==> config.mk <==
export PLATFORM = sky130hd
export DESIGN_NAME = capture_ctrl
export DESIGN_NICKNAME = d
export VERILOG_FILES = /design/src/rtl/capture_pkg.sv /design/src/rtl/trig_match.sv /design/src/rtl/capture_ctrl.sv
export SDC_FILE = /design/constraint.sdc
export NUM_CORES = 1
export LEC_CHECK = 0
export ABC_AREA = 1
export ABC_CLOCK_PERIOD_IN_PS = 3400
export CORE_MARGIN = 2
export CORE_UTILIZATION = 40
export CTS_CLUSTER_SIZE = 30
export DETAILED_ROUTE_END_ITERATION = 7
export DONT_BUFFER_PORTS = 1
export PLACE_DENSITY = 0.61
export SLEW_MARGIN = 20
export SYNTH_ARGS = -nofsm -noshare
export SYNTH_HDL_FRONTEND = slang
export SYNTH_SLANG_ARGS = --single-unit
==> constraint.sdc <==
create_clock -name clk -period 3.4 [get_ports clk]
set_input_delay 0.17 -clock clk [delete_from_list [all_inputs] [get_ports clk]]
set_output_delay 0.17 -clock clk [all_outputs]
set_load 0.1 [all_outputs]
==> src/rtl/capture_pkg.sv <==
// capture_pkg: shared state encoding and trigger-match rule for the capture
// sequencer. The match function works on a fixed maximum width so that any
// sample width up to TRIG_MAX_W can reuse it via zero extension.
package capture_pkg;

  typedef enum logic [2:0] {
    IDLE      = 3'd0,
    PRE       = 3'd1,
    WAIT_TRIG = 3'd2,
    POST      = 3'd3,
    DONE      = 3'd4
  } cap_state_t;

  localparam int TRIG_MAX_W = 64;

  // Level bits must equal value; edge bits must equal value and differ from
  // the previous sample. Bits outside the mask never block a match.
  function automatic logic trig_hit(
    input logic [TRIG_MAX_W-1:0] sample,
    input logic [TRIG_MAX_W-1:0] prev,
    input logic [TRIG_MAX_W-1:0] mask,
    input logic [TRIG_MAX_W-1:0] value,
    input logic [TRIG_MAX_W-1:0] edge_sel
  );
    logic [TRIG_MAX_W-1:0] diff_val;
    logic [TRIG_MAX_W-1:0] level_miss;
    logic [TRIG_MAX_W-1:0] edge_miss;
    diff_val   = sample ^ value;
    level_miss = diff_val & mask & ~edge_sel;
    edge_miss  = (diff_val | ~(sample ^ prev)) & mask & edge_sel;
    return ((level_miss | edge_miss) == '0);
  endfunction

endpackage

==> src/rtl/trig_match.sv <==
// trig_match: purely combinational trigger comparator. An edge bit whose
// prev equals sample can never match, which is how the caller expresses
// "no valid previous sample".
module trig_match
  import capture_pkg::*;
#(
  parameter int DATA_WIDTH = 8
) (
  input  logic [DATA_WIDTH-1:0] sample,
  input  logic [DATA_WIDTH-1:0] prev,
  input  logic [DATA_WIDTH-1:0] mask,
  input  logic [DATA_WIDTH-1:0] value,
  input  logic [DATA_WIDTH-1:0] edge_sel,
  output logic                  match
);

  assign match = trig_hit(TRIG_MAX_W'(sample), TRIG_MAX_W'(prev),
                          TRIG_MAX_W'(mask), TRIG_MAX_W'(value),
                          TRIG_MAX_W'(edge_sel));

endmodule

==> src/rtl/capture_ctrl.sv <==
// capture_ctrl: capture-buffer sequencer for the logic analyzer. Writes
// qualified samples into a circular buffer, keeps pretrig_depth samples ahead
// of the trigger and reports trigger / oldest-sample addresses when done.
// Optional feature macro: CAPTURE_EDGE_TRIG_EN adds edge-qualified trigger
// bits (previous-sample register); without it the trigger is level-only.
module capture_ctrl
  import capture_pkg::*;
#(
  parameter int DATA_WIDTH = 8,
  parameter int ADDR_WIDTH = 11
) (
  input  logic                  clk,
  input  logic                  rst,
  input  logic                  arm,
  input  logic                  abort,
  input  logic                  sample_en,
  input  logic [DATA_WIDTH-1:0] sample_in,
  input  logic [ADDR_WIDTH-1:0] pretrig_depth,
  input  logic [DATA_WIDTH-1:0] trig_mask,
  input  logic [DATA_WIDTH-1:0] trig_value,
  input  logic [DATA_WIDTH-1:0] trig_edge,
  output logic                  buf_wr_en,
  output logic [ADDR_WIDTH-1:0] buf_wr_addr,
  output logic [DATA_WIDTH-1:0] buf_wr_data,
  output logic                  busy,
  output logic                  done,
  output logic [ADDR_WIDTH-1:0] trig_addr,
  output logic [ADDR_WIDTH-1:0] start_addr
);

  localparam logic [ADDR_WIDTH-1:0] ADDR_ONE = ADDR_WIDTH'(1);

  cap_state_t state, state_nx;

  logic [ADDR_WIDTH-1:0] wr_ptr;
  logic [ADDR_WIDTH-1:0] pre_cnt;
  logic [ADDR_WIDTH-1:0] post_cnt;
  logic [ADDR_WIDTH-1:0] cfg_depth;
  logic [ADDR_WIDTH-1:0] post_load;
  logic [DATA_WIDTH-1:0] cfg_mask;
  logic [DATA_WIDTH-1:0] cfg_value;
  logic [DATA_WIDTH-1:0] prev_eff;
  logic [DATA_WIDTH-1:0] edge_eff;
  logic                  in_capture;
  logic                  wr_fire;
  logic                  load_cfg;
  logic                  hit;

  // Samples still to write after the trigger: N-1-depth, i.e. ~depth.
  assign post_load = ~cfg_depth;

`ifdef CAPTURE_EDGE_TRIG_EN
  logic [DATA_WIDTH-1:0] cfg_edge;
  logic [DATA_WIDTH-1:0] prev_smp;
  logic                  prev_vld;

  // Latch edge selects on arm and track the last written sample for edge bits
  always_ff @(posedge clk or posedge rst) begin
    if (rst) begin
      cfg_edge <= '0;
      prev_smp <= '0;
      prev_vld <= 1'b0;
    end else if (load_cfg) begin
      cfg_edge <= trig_edge;
      prev_vld <= 1'b0;
    end else if (wr_fire) begin
      prev_smp <= sample_in;
      prev_vld <= 1'b1;
    end
  end

  // Without a valid previous sample, feed the sample itself so no edge matches.
  assign edge_eff = cfg_edge;
  assign prev_eff = prev_vld ? prev_smp : sample_in;
`else
  logic unused_edge;
  assign unused_edge = ^trig_edge;
  assign edge_eff    = '0;
  assign prev_eff    = sample_in;
`endif

  trig_match #(
    .DATA_WIDTH(DATA_WIDTH)
  ) u_trig_match (
    .sample  (sample_in),
    .prev    (prev_eff),
    .mask    (cfg_mask),
    .value   (cfg_value),
    .edge_sel(edge_eff),
    .match   (hit)
  );

  // State register
  always_ff @(posedge clk or posedge rst) begin
    if (rst) begin
      state <= IDLE;
    end else begin
      state <= state_nx;
    end
  end

  // Next-state decode; abort dominates arm and any in-flight sample
  always_comb begin
    state_nx   = state;
    load_cfg   = 1'b0;
    in_capture = (state == PRE) || (state == WAIT_TRIG) || (state == POST);
    wr_fire    = sample_en && in_capture && !abort;
    if (abort) begin
      state_nx = IDLE;
    end else begin
      case (state)
        IDLE, DONE: begin
          if (arm) begin
            load_cfg = 1'b1;
            state_nx = (pretrig_depth == '0) ? WAIT_TRIG : PRE;
          end
        end
        PRE: begin
          if (sample_en && ((pre_cnt + ADDR_ONE) == cfg_depth)) begin
            state_nx = WAIT_TRIG;
          end
        end
        WAIT_TRIG: begin
          if (sample_en && hit) begin
            state_nx = (post_load == '0) ? DONE : POST;
          end
        end
        POST: begin
          if (sample_en && (post_cnt == ADDR_ONE)) begin
            state_nx = DONE;
          end
        end
        default: state_nx = IDLE;
      endcase
    end
  end

  // Write port, pointer/counters, configuration and result addresses
  always_ff @(posedge clk or posedge rst) begin
    if (rst) begin
      buf_wr_en   <= 1'b0;
      buf_wr_addr <= '0;
      buf_wr_data <= '0;
      wr_ptr      <= '0;
      pre_cnt     <= '0;
      post_cnt    <= '0;
      cfg_depth   <= '0;
      cfg_mask    <= '0;
      cfg_value   <= '0;
      trig_addr   <= '0;
      start_addr  <= '0;
    end else begin
      buf_wr_en <= wr_fire;
      if (load_cfg) begin
        wr_ptr     <= '0;
        pre_cnt    <= '0;
        post_cnt   <= '0;
        cfg_depth  <= pretrig_depth;
        cfg_mask   <= trig_mask;
        cfg_value  <= trig_value;
        trig_addr  <= '0;
        start_addr <= '0;
      end
      if (abort) begin
        trig_addr  <= '0;
        start_addr <= '0;
      end
      if (wr_fire) begin
        buf_wr_addr <= wr_ptr;
        buf_wr_data <= sample_in;
        wr_ptr      <= wr_ptr + ADDR_ONE;
        case (state)
          PRE: pre_cnt <= pre_cnt + ADDR_ONE;
          WAIT_TRIG: begin
            if (hit) begin
              trig_addr <= wr_ptr;
              post_cnt  <= post_load;
              if (post_load == '0) begin
                start_addr <= wr_ptr - cfg_depth;
              end
            end
          end
          POST: begin
            post_cnt <= post_cnt - ADDR_ONE;
            if (post_cnt == ADDR_ONE) begin
              start_addr <= trig_addr - cfg_depth;
            end
          end
          default: ;
        endcase
      end
    end
  end

  assign busy = in_capture;
  assign done = (state == DONE);

endmodule

# Word level (Yosys, flattened, before mapping)
# Index checks and enable logic that the tools add are counted.
# op_classes
n_eq_ne	10
shift	0
div	0
bitwise	3
order_cmp	0
n_addsub	5
n_mux	32
reduce_logical	15
mul	0
# ops
operator	n
$mux 11	19
$and 64x8->64	1
$logic_not 64->1	1
$pmux 11 s2	2
$add 11x1->11 const B	2
$logic_not 11->1	2
$sub 11x11->11	2
$mux 3	6
$pmux 3 s4	1
$eq 11x1->1 const B	1
$eq 11x11->1	1
$not 11->11	1
$sub 11x1->11 const B	1
$ne 3x2->1 const B	3
$xor 8x8->8	1
$eq 3x2->1 const B	2
$logic_and 1x1->1	5
$reduce_and 4->1	1
$eq 3x1->1 const B	1
$eq 3x3->1 const B	1
$logic_not 3->1	1
$mux 1	3
$ne 3x3->1 const B	1
$logic_or 1x1->1	2
4 further kinds	4
# totals
register_bits	105
latchBits	0
in_bits	48
wordCells	77
memories	0
mem_bits_rw	0
romBits	0
output_inout_bits	44

# Depth between registers and ports, before layout
# depth
depth_word	10
mapped_depth	16
ltp_nobuf	16

# Hierarchy
# From an unflattened synthesis, not the netlist that was laid out.
# unflattened
hier_cells	874
area_unflattened_um2	6665.1
# modules_own_cells
mod	cells_per_inst	seq_area_each_um2	instances	area_per_inst_um2
capture_ctrl	807	2627.5	1	6393.6
trig_match	67	0.0	1	271.5

# Worst setup path after synthesis
# Ideal clock, no wire load.
# synth_timing
path_type	reg-to-reg
startpoint	register trig_addr[0]
endpoint	register start_addr[8]
setup_time_ps	117
path_stages_with_launch	16
arrival_ps	2249
required_time_ps	3283
path_buffers	0
path_slack_ps	1034
synth_period_minus_slack_ps	2366
path_cell_list	dfrtp_1 > inv_1 > ha_1 > inv_1 > fa_1 > nand3_1 > nand3_1 > nand3_1 > nand2_1 > a21oi_2 > o21ai_1 > nand2_1 > inv_1 > nand2_1 > nand2_1 > nand2_1
# synth_via
elab_chain_len	4
# synth_lines
item	line_no	rtl
from (decl)	capture_ctrl.sv:27	output logic [ADDR_WIDTH-1:0] trig_addr,
from (signal assigned)	capture_ctrl.sv:176	trig_addr <= wr_ptr;
$sub 11x11->11	capture_ctrl.sv:186	start_addr <= trig_addr - cfg_depth;
$mux 11	capture_ctrl.sv:185	if (post_cnt == ADDR_ONE) begin
$pmux 11 s2	capture_ctrl.sv:172	case (state)
$mux 11	capture_ctrl.sv:168	if (wr_fire) begin
to (signal assigned)	capture_ctrl.sv:179	start_addr <= wr_ptr - cfg_depth;
to (signal assigned)	capture_ctrl.sv:186	
to (decl)	capture_ctrl.sv:28	output logic [ADDR_WIDTH-1:0] start_addr
# Every way passes these cells.
# A chain may end at the register's enable or synchronous reset.

# Worst setup path after layout
# layout_timing
startpoint	register cfg_depth[0]
endpoint	register start_addr[6]
# layout_via
elab_chain_len	6
word_cells_on_any_way	9
classes_between	add/sub (2); mux (5); bitwise (1); reduce/logical (1)
# layout_lines
item	line_no	rtl
from (decl)	capture_ctrl.sv:38	logic [ADDR_WIDTH-1:0] cfg_depth;
from (signal assigned)	capture_ctrl.sv:158	cfg_depth <= pretrig_depth;
parallel branches: the longest is 4 deep, another holds $sub 11x11->11	-	
$pmux 11 s2 *	capture_ctrl.sv:172	
$mux 11 *	capture_ctrl.sv:168	
# Mark *: on every way between the ends.

==> impl_metrics.env <==
export IMPL_syn_inst=894
export IMPL_layout_setup_ws_ns=0.932
export IMPL_drt_iter0_drc=472
export IMPL_finalMaxSlewViolations=0
export IMPL_ant_nets=0
export IMPL_vias=6106
export IMPL_clock_latency_ns=0.36
export IMPL_switching_power_uw=2810
export IMPL_die_h_um=132
export IMPL_grt_setup_unrepaired="false"
export IMPL_die_x_um=132
export IMPL_min_delay_start="sample_en"
export IMPL_startpoint_type="register"
export IMPL_cp_required_ns=3.64
export IMPL_synth_edff_count=0
export IMPL_path_class="register to register"
export IMPL_clock_skew_ns=0.0157
export IMPL_start_util_pct=41.0
export IMPL_cts_root_buf="clkbuf_16"
export IMPL_yosysWarnings=0
export IMPL_p_clk_share_pct=21.3
export IMPL_synth_cell_types=45
export IMPL_synth_fp_nets=968
export IMPL_min_path_cells=3
export IMPL_grt_use_total_pct=23.2
export IMPL_arrival_ns=2.71
export IMPL_synth_area_um2=6510
export IMPL_dp_hpwl_um=13700
export IMPL_cts_buffers_inserted=9
export IMPL_peakVddDrop_mv=0.582
export IMPL_period_needed_ns=2.47
export IMPL_cts_max_level=3
export IMPL_diodes=0
export IMPL_gp_congestion=0.913
export IMPL_grt_pass1_wl_um=31700
export IMPL_finalInstanceArea_um2=7540
export IMPL_cp_max_fo=6
export IMPL_setup_viol=0
export IMPL_die_area_um2=17300
export IMPL_n_fill_cell=1642
export IMPL_powerDensity_nw_per_um2=749
export IMPL_cap_violations=0
export IMPL_synth_seq_area_share_pct=40.4
export IMPL_multiInputGateArea_um2=3390
export IMPL_via_per_inst=5.26
export IMPL_dp_cells=1107
export IMPL_final_util_pct=47.5
export IMPL_ys_flop_type="dfrtp_1"
export IMPL_drt_wirelength_per_cell_um=16.6
export IMPL_rows=46
export IMPL_p_comb_share_pct=37.4
export IMPL_async_flop_share_pct=100
export IMPL_grt_max_degree=77
export IMPL_hp_class="primary input to register"
export IMPL_avgSynthCellArea_um2=7.28
export IMPL_leakage_uw=0.00364
export IMPL_muxShareOfSynthArea_pct=0
export IMPL_grt_pass1_vias=5938
export IMPL_antenna_found_initial=0
export IMPL_ys_ff_latch=105
export IMPL_drc=0
export IMPL_clkTransAtPathRegs_ns=0.08
export IMPL_worstMarginPinSlew_ns=1.02
export IMPL_hold_violations=0
export IMPL_io_pins=92
export IMPL_drt_first_pass_iters=6
export IMPL_seqPwrFrac_pct=41.3
export IMPL_place_area_um2=6830
export IMPL_synth_xor_area_share_pct=2.42
export IMPL_holdPathEnd="state[1]"
export IMPL_synth_compound_area_share_pct=12.8
export IMPL_tritoncts="yes"
export IMPL_post_place_ws_ns=0.977
export IMPL_r2r_start="cfg_depth[0]"
export IMPL_crit_path_end_kind="register"
export IMPL_io_buffers=0
export IMPL_reg2reg_to="start_addr[6]"
export IMPL_fmax_mhz=405
export IMPL_nets=1013
export IMPL_p_sw_share_pct=49.8
export IMPL_fin_cells=1160
export IMPL_reg2regPathDepth=10
export IMPL_clkSinkCount=105
export IMPL_finalWirelength_um=19300
export IMPL_syn_to_final_growth_pct=15.9
export IMPL_slew_headroom_pct=32.3
export IMPL_rrSetupSlack_ns=0.93
export IMPL_gr_total_overflow=0
export IMPL_ff_latch_area_um2=2630
export IMPL_period_share_pct=72.6
export IMPL_cts_setup_buffers=0
export IMPL_synth_fa_ha_area_share_pct=5.23
export IMPL_fin_tns_setup_ns=0
export IMPL_clk_path_buf_depth=2
export IMPL_outcome="completed"
export IMPL_internal_power_uw=2840
export IMPL_synth_top_family_by_area="simple AND/OR/NAND/NOR gates"
export IMPL_core_um2=15900
export IMPL_drive_gt1_share_pct=7.63
export IMPL_synthSimpleGateAreaFrac_pct=31.5
-- how the worst max path moves through the flow --
stage | slack, ns | from | to | depth (start not counted)
after floorplan | 0.47 | rst | buf_wr_addr[0] | 1
after global placement | 0.95 | cfg_depth[0] | start_addr[6] | 10
after detailed placement | 0.98 | cfg_depth[0] | start_addr[6] | 9
after CTS | 0.95 | cfg_depth[0] | start_addr[6] | 9
after global routing | 0.68 | cfg_depth[0] | start_addr[6] | 10
final | 0.93 | cfg_depth[0] | start_addr[6] | 10
-- timing repair --
action                     in CTS  in global routing
setup endpoints to repair       0                  0
hold endpoints to repair      111                  0
hold buffers                   37                  0
gates resized for setup         0                  0
-- cells in the final DEF, fill, tap and decap left out, types with 8 or more instances in the layout --
| master | n |
|---|---|
| nor3_1 | 11 |
| nor2_1 | 48 |
| clkbuf_16 | 9 |
| nor2_2 | 8 |
| a21oi_1 | 32 |
| nand2_1 | 283 |
| dlygate4sd3_1 | 37 |
| dfrtp_1 | 105 |
| xor2_1 | 11 |
| nand3_1 | 82 |
| o211ai_1 | 8 |
| nand4_1 | 16 |
| buf_4 | 22 |
| o22ai_1 | 19 |
| o21ai_1 | 30 |
| o21ai_0 | 46 |
| ha_1 | 24 |
| inv_1 | 89 |
-- through the flow --
step / total power (uW) / hold slack [ns]
final: 5640 / 0.0368
after global routing: 6030 / 0.0795
after CTS: 5630 / 0.0248
after detailed placement: 4390 / 0.291
after global placement: 4380 / 0.281
after floorplan: 3840 / 0.280
-- critical path, cell delays in order, from the launching register on --
cell     delay, ns
dfrtp_1       0.55
ha_1          0.26
inv_1         0.09
fa_1          0.44
nand3_1       0.10
nand3_1       0.13
a21oi_1       0.19
xor2_1        0.22
o21ai_0       0.19
nand2_1       0.10
nand2_1       0.06
-- layout make-up --
cell class	instances	share of cell area (%)
multi-input cells	666	45.0
flip-flops and latches	105	34.9
repair buffers	59	7.10
clock inverters	7	1.51
well taps	216	3.59
clock buffers	9	2.99
inverters	98	4.95
-- kinds of logic (layout without fill, tap and decap cells) --
group / Yosys count / after routing
and+or+nand+nor: 474 / 474
AOI/OAI and AO/OA: 148 / 148
buffers and inverters: 123 / 173
DFF: 105 / 105
adders and majority gates: 26 / 26
xor gates and xnor gates: 18 / 18
-- routing by layer --
layer | GRT usage, % | wire length [um] | part of all wire (%) | vias to the layer above
li1 | - | - | - | 3039
met1 | 32.3 | 8790 | 46 | 2839
met2 | 35.8 | 8580 | 44 | 198
met3 | 5.13 | 1500 | 7.8 | 30
met4 | 7.61 | 429 | 2.2 | 0
met5 | 0 | 0 | 0 | -
-- synth_stat cells, types with 2 or more instances --
master | n | share of area (%)
nand2_2 | 4 | 0.38
xor2_1 | 11 | 1.5
nand2_1 | 283 | 16
buf_4 | 3 | 0.35
o221ai_1 | 3 | 0.40
o22ai_1 | 19 | 1.8
nor4_1 | 3 | 0.29
nand3_2 | 2 | 0.31
o211ai_1 | 8 | 0.92
buf_1 | 2 | 0.12
o21ai_1 | 30 | 2.3
dfrtp_1 | 105 | 40
nand4_1 | 16 | 1.5
nor2_4 | 3 | 0.52
or2_1 | 4 | 0.38
a21oi_1 | 32 | 2.5
nor2_2 | 5 | 0.48
nand3b_1 | 2 | 0.23
inv_1 | 90 | 5.2
o21ai_0 | 46 | 3.5
inv_2 | 7 | 0.40
ha_1 | 24 | 4.6
nand3_1 | 82 | 6.3
clkbuf_1 | 6 | 0.35
or2_2 | 3 | 0.29
nor3_1 | 11 | 0.85
xnor2_1 | 7 | 0.94
o32ai_1 | 2 | 0.27
fa_1 | 2 | 0.62
nor2_1 | 51 | 2.9
buf_2 | 14 | 1.1
-- flip-flops by register name, summed over array words and instances, names as in the netlist --
name / cells
buf_wr_addr: 11
buf_wr_data: 8
buf_wr_en: 1
cfg_depth: 11
cfg_mask: 8
cfg_value: 8
post_cnt: 11
pre_cnt: 11
start_addr: 11
state: 3
trig_addr: 11
wr_ptr: 11
-- power groups by stage --
stage | logic [uW] | clock network, uW | registers [uW]
3_5_place_dp | 2050 | 0 | 2340
6_report | 2110 | 1200 | 2330
3_3_place_gp | 2030 | 0 | 2350
4_1_cts | 2090 | 1220 | 2330
5_1_grt | 2390 | 1270 | 2370
2_1_floorplan | 1580 | 0 | 2260
Power figures use the tool's default switching activity.
